**src/rtl/mem_req_buffer_pkg.sv**
```systemverilog
// mem_req_buffer_pkg: shared widths, idle address and FSM states for the request buffer
package mem_req_buffer_pkg;
  localparam int ADDR_W = 13;
  localparam int DATA_W = 32;
  localparam int IDLE_ADDR_D = 8191;
  typedef enum logic [1:0] {IDLE, ISSUE, WAIT} state_t;
  function automatic logic [15:0] sat_inc16(input logic [15:0] v);
    return (v == 16'hFFFF) ? v : v + 16'd1;
  endfunction
endpackage

```
**src/rtl/mem_req_buffer_fifo.sv**
```systemverilog
// mem_req_buffer_fifo: DEPTH-entry request FIFO exposing the head combinationally
module mem_req_buffer_fifo #(
  parameter int DEPTH = 4,
  parameter int WIDTH = 46,
  localparam int AW = $clog2(DEPTH),
  localparam int CW = AW + 1
) (
  input  logic             clk,
  input  logic             rst,
  input  logic             push,
  input  logic [WIDTH-1:0] push_data,
  input  logic             pop,
  output logic [WIDTH-1:0] head,
  output logic [CW-1:0]    count
);
  logic [WIDTH-1:0] mem [DEPTH];
  logic [AW-1:0] wr_ptr, rd_ptr;
  always_ff @(posedge clk)
    if (push) mem[wr_ptr] <= push_data;
  always_ff @(posedge clk or posedge rst)
    if (rst) begin
      wr_ptr <= '0;
      rd_ptr <= '0;
      count <= '0;
    end else begin
      if (push) wr_ptr <= wr_ptr + 1'b1;
      if (pop) rd_ptr <= rd_ptr + 1'b1;
      count <= count + CW'(push) - CW'(pop);
    end
  assign head = mem[rd_ptr];
endmodule

```
**src/rtl/mem_req_buffer.sv**
```systemverilog
// mem_req_buffer: queues engine requests, retries the head at the bank scheduler, returns read data
module mem_req_buffer
  import mem_req_buffer_pkg::*;
#(
  parameter int ADDR_WIDTH = ADDR_W,
  parameter int DATA_WIDTH = DATA_W,
  parameter int DEPTH = 4,
  parameter int READ_LAT = 1,
  parameter logic [ADDR_WIDTH-1:0] IDLE_ADDR = ADDR_WIDTH'(IDLE_ADDR_D),
  parameter int STARVE_LIM = 64
) (
  input  logic                  clk,
  input  logic                  rst,
  input  logic                  req_valid,
  output logic                  req_ready,
  input  logic [ADDR_WIDTH-1:0] req_addr,
  input  logic [DATA_WIDTH-1:0] req_data,
  input  logic                  req_we,
  output logic [ADDR_WIDTH-1:0] sch_addr,
  output logic [DATA_WIDTH-1:0] sch_data,
  output logic                  sch_we,
  input  logic                  sch_grant,
  input  logic [DATA_WIDTH-1:0] mem_rdata,
  output logic                  rsp_valid,
  output logic [ADDR_WIDTH-1:0] rsp_addr,
  output logic [DATA_WIDTH-1:0] rsp_data,
  output logic [15:0]           stall_cnt,
  output logic                  starve
);
  localparam int W = ADDR_WIDTH + DATA_WIDTH + 1;
  localparam int CW = $clog2(DEPTH) + 1;
  localparam int WW = $clog2(STARVE_LIM + 1);
  logic [CW-1:0] count, count_n;
  logic [W-1:0] head;
  logic head_we, head_valid, push, pop;
  logic [ADDR_WIDTH-1:0] head_addr;
  logic [DATA_WIDTH-1:0] head_data;
  logic [WW-1:0] wait_cnt;
  logic [READ_LAT-1:0] pipe_v;
  logic [ADDR_WIDTH-1:0] pipe_a [READ_LAT];
  state_t state, state_n;
  mem_req_buffer_fifo #(.DEPTH(DEPTH), .WIDTH(W)) u_fifo (
    .clk(clk),
    .rst(rst),
    .push(push),
    .push_data({req_we, req_addr, req_data}),
    .pop(pop),
    .head(head),
    .count(count)
  );
  assign {head_we, head_addr, head_data} = head;
  assign head_valid = count != '0;
  // ready looks only at the registered count so sch_grant never reaches req_ready
  assign req_ready = count < CW'(DEPTH);
  assign push = req_valid && req_ready;
  assign pop = head_valid && sch_grant;
  assign count_n = count + CW'(push) - CW'(pop);
  assign sch_addr = head_valid ? head_addr : IDLE_ADDR;
  assign sch_data = head_valid ? head_data : '0;
  assign sch_we = head_valid && head_we;
  always_comb begin
    state_n = (count_n == '0) ? IDLE : (head_valid && !sch_grant) ? WAIT : ISSUE;
  end
  always_ff @(posedge clk or posedge rst)
    if (rst) state <= IDLE;
    else state <= state_n;
  always_ff @(posedge clk or posedge rst)
    if (rst) begin
      stall_cnt <= '0;
      wait_cnt <= '0;
      starve <= 1'b0;
    end else if (head_valid && !sch_grant) begin
      stall_cnt <= sat_inc16(stall_cnt);
      wait_cnt <= (wait_cnt == WW'(STARVE_LIM)) ? wait_cnt : wait_cnt + 1'b1;
      starve <= starve || (wait_cnt == WW'(STARVE_LIM - 1));
    end else begin
      wait_cnt <= '0;
      starve <= 1'b0;
    end
  // granted reads ride a READ_LAT-deep tag pipe; its tail marks the cycle mem_rdata is valid
  always_ff @(posedge clk or posedge rst)
    if (rst) begin
      pipe_v <= '0;
      for (int i = 0; i < READ_LAT; i++) pipe_a[i] <= '0;
      rsp_valid <= 1'b0;
      rsp_addr <= '0;
      rsp_data <= '0;
    end else begin
      pipe_v[0] <= pop && !head_we;
      pipe_a[0] <= head_addr;
      for (int i = 1; i < READ_LAT; i++) begin
        pipe_v[i] <= pipe_v[i-1];
        pipe_a[i] <= pipe_a[i-1];
      end
      rsp_valid <= pipe_v[READ_LAT-1];
      if (pipe_v[READ_LAT-1]) begin
        rsp_addr <= pipe_a[READ_LAT-1];
        rsp_data <= mem_rdata;
      end
    end
endmodule

```
**config.mk**
```make
export PLATFORM = sky130hd
export DESIGN_NAME = mem_req_buffer
export DESIGN_NICKNAME = d
export VERILOG_FILES = /design/src/rtl/mem_req_buffer_pkg.sv /design/src/rtl/mem_req_buffer_fifo.sv /design/src/rtl/mem_req_buffer.sv
export SDC_FILE = /design/constraint.sdc
export NUM_CORES = 1
export LEC_CHECK = 0
export ABC_AREA = 0
export BUFFER_PORTS_ARGS = -buffer_cell sky130_fd_sc_hd__clkbuf_2
export CAP_MARGIN = 20
export CORE_MARGIN = 5
export CORE_UTILIZATION = 56
export CTS_BUF_LIST = sky130_fd_sc_hd__clkbuf_16
export CTS_CLUSTER_SIZE = 10
export DETAILED_ROUTE_END_ITERATION = 8
export MAX_ROUTING_LAYER = met4
export PLACE_DENSITY = 0.8
export SLEW_MARGIN = 10
export SYNTH_ARGS = -nofsm -noshare
export SYNTH_HDL_FRONTEND = slang
export SYNTH_SLANG_ARGS = --single-unit
```
**constraint.sdc**
```tcl
create_clock -name clk -period 4.3 [get_ports clk]
set_clock_uncertainty 0.05 [all_clocks]
set_input_delay 0.645 -clock clk [delete_from_list [all_inputs] [get_ports clk]]
set_output_delay 0.645 -clock clk [all_outputs]
set_load 0.05 [all_outputs]
```
==> results.tsv <==
metric	value	unit
grt_max_degree	53	
cts_resized	0	
power_switching	4.49	mW
worstSetupPathType	register to output pin	
required	3610	ps
fp.dieW	147	um
whs	224	ps
drtIter0Drc	281	
synth_cell_types	39	
dp_slack	1270	ps
async_flop_share	33.1	%
io_pins	192	
dp_hpwl	14.0	mm
holdCritPathClass	input port to asynchronous set/reset pin	
intPower	6.15	mW
slowest_stage	dfrtp_4	
worstMarginPinSlew	996	ps
cp-start-kind	register	
cts_tree	done	
first_pass_iters	5	
cts_root_buf	clkbuf_16	
drv_cap	0	
synth.area.top_cells	edfxtp_1 (52%), dfrtp_1 (22%), mux4_2 (9.8%)	
cellLeakagePower	5.06	nW
routed_wl	20.8	mm
worst_slack	961	ps
synth_fp_nets	648	
initial_core_util	56.6	%
crit_path_end_kind	output pin	
clock_sinks	275	
p_comb_share	42.3	%
regArea	0.00781	mm^2
antenna_found_initial	2	
max_freq	299	MHz
status	finished, final reports clean	
seqPwrFrac	36.9	%
gr-total-overflow	0	
cp_max_fo	27	
finalHoldViolations	0	
rsz0062_at_grt	false	
clk_pin_slew_worst_paths	60	ps
nets	858	
switching_share	42.2	%
power	10.6	mW
syn-mean-instance-area	19.0	um^2
area_growth	20.3	%
placed_cell_area	0.0118	mm^2
clk_latency	520	ps
ctsHoldBuffers	0	
slew_headroom	33.6	%
vias	5687	
period_share	77.7	%
syn-cell-area	0.0105	mm^2
drv_slew	0	
cts_max_level	1	
yosys_register_bits	275	
die_area	0.0217	mm^2
tns	0	ps
synth_edf_count	184	
ir_drop	0.752	mV
place.gp.congestion	0.802	
ant_nets	0	
power.share.clock	20.8	%
drcViolationCount	0	
grt_pass1_vias	6281	
ys.flop_type	edfxtp_1	
multi_input_area	0.00262	mm^2
wl_per_cell	20.3	um
synth_top_area_share	52.4	%
power.density	838	mW/mm^2
cp_cell_sequence	buf_4 > mux4_2 > and2_1 > clkbuf_2	
n_fill_cell	1253	
cts_buffers	31	
clock_path_buffers	3	
die_h	147	um
grtUsageTotal	19.9	%
port-buffer-count	191	
syn_inst	556	
ys_warn_count	0	
core	0.0186	mm^2
yosysMostFrequentCell	edfxtp_1	
fin_area	0.0127	mm^2
setup_violations	0	
grt_pass1_wl	33.5	mm
seq_area_frac_synth	74.0	%
post_route_cells_drive_above_1_share	44.6	%
via_per_inst	5.54	
rows	50	
cts_setup_buffers	0	
synth_common_cells	edfxtp_1 (184), dfrtp_1 (91), mux4_2 (46)	
period_needed	3340	ps
yosysTopAreaCell	edfxtp_1	
cp.arrival	2640	ps
critPathMaxStageDelay	760	ps
## flip-flops by register name, indices dropped and copies added, names as in the netlist
register / cells
rsp_valid: 1
pipe_v: 1
rsp_addr: 13
u_fifo.wr_ptr: 2
u_fifo.rd_ptr: 2
u_fifo.count: 3
u_fifo.mem: 184
starve: 1
wait_cnt: 7
pipe_a: 13
stall_cnt: 16
rsp_data: 32
## power by group through the flow
stage          Sequential [mW]  Combinational (mW)  Clock (mW)
4_1_cts                   3.94                4.54        2.26
3_5_place_dp              3.99                4.51           0
3_3_place_gp              3.94                4.44           0
6_report                  3.93                4.50        2.21
5_1_grt                   4.02                4.73        2.40
2_1_floorplan             4.62                2.75           0
## metal layers
layer | wire, um | vias up | global-route usage [%] | share of wire, %
li1 | - | 2535 | - | -
met1 | 8350 | 2871 | 25.3 | 40
met2 | 10300 | 249 | 33.2 | 49
met3 | 1870 | 32 | 5.18 | 9.0
met4 | 288 | 0 | 3.82 | 1.4
met5 | 0 | - | - | 0
## cells by family after synthesis
| group | count (synthesis) | share of synthesized area (%) |
|---|---|---|
| muxes | 93 | 14.9 |
| and+or+nand+nor | 116 | 6.45 |
| buffers and inverters | 34 | 1.26 |
| xor gates and xnor gates | 23 | 1.91 |
| AOI/OAI and AO/OA | 5 | 0.273 |
| DFF | 275 | 74.0 |
| adders and majority gates | 10 | 1.26 |
## cells in the final DEF, fill, tap and decap left out, types with 2 or more instances in the layout
master,n
xnor2_1,15
nand4_1,7
mux4_2,46
and2_1,34
nand2b_1,2
nor2_1,17
nand2_1,10
nor3_2,2
clkbuf_2,191
nor3b_1,2
or2_2,13
inv_1,35
nand3_1,10
buf_4,8
edfxtp_1,184
ha_1,9
nor4b_1,2
nand3b_1,2
dfrtp_1,88
clkbuf_16,31
a21oi_1,2
nor3_1,2
mux2_2,45
xor2_1,8
diode_2,2
dfrtp_2,2
and2_2,4
## through the flow
step                      std cells  utilization, %
after detailed placement        966            63.2
final                          1026            68.1
after global placement          966            63.2
after CTS                      1023            67.9
after floorplan                 556               -
after global routing           1026            68.1
## layout make-up
class	count	area share, %
diodes	2	0.0394
clock buffers	31	6.11
clock inverters	26	0.769
inverters	11	0.335
multi-input cells	247	20.7
flip-flops and latches	275	61.5
well taps	234	2.31
repair buffers	200	8.22
## worst paths after layout
| kind | start | slack (ps) | cells after the start | to |
|---|---|---|---|---|
| max reg2reg | u_fifo.count[1]$_DFF_PP0_ | 1630 | 9 | u_fifo.count[2]$_DFF_PP0_ |
| min reg2reg | pipe_a[6]$_DFF_PP0_ | 430 | 1 | rsp_addr[6]$_DFFE_PP0P_ |
| max in group asynchronous | rst | 2960 | 3 | rsp_data[5]$_DFFE_PP0P_ |
| max | u_fifo.rd_ptr[0]$_DFFE_PP0P_ | 960 | 4 | sch_data[11] |
| min | rst | 220 | 2 | rsp_data[28]$_DFFE_PP0P_ |
| min in group clk | req_data[22] | 280 | 1 | u_fifo.mem[1][22]$_DFFE_PP_ |
## critical path: cells and delay by family (launching register included)
family,cells,cell delay [ps]
flops,1,760
buf+inv,2,620
mux,1,550
simple gates,1,180
No activity file was read; power rests on OpenSTA's default activity.
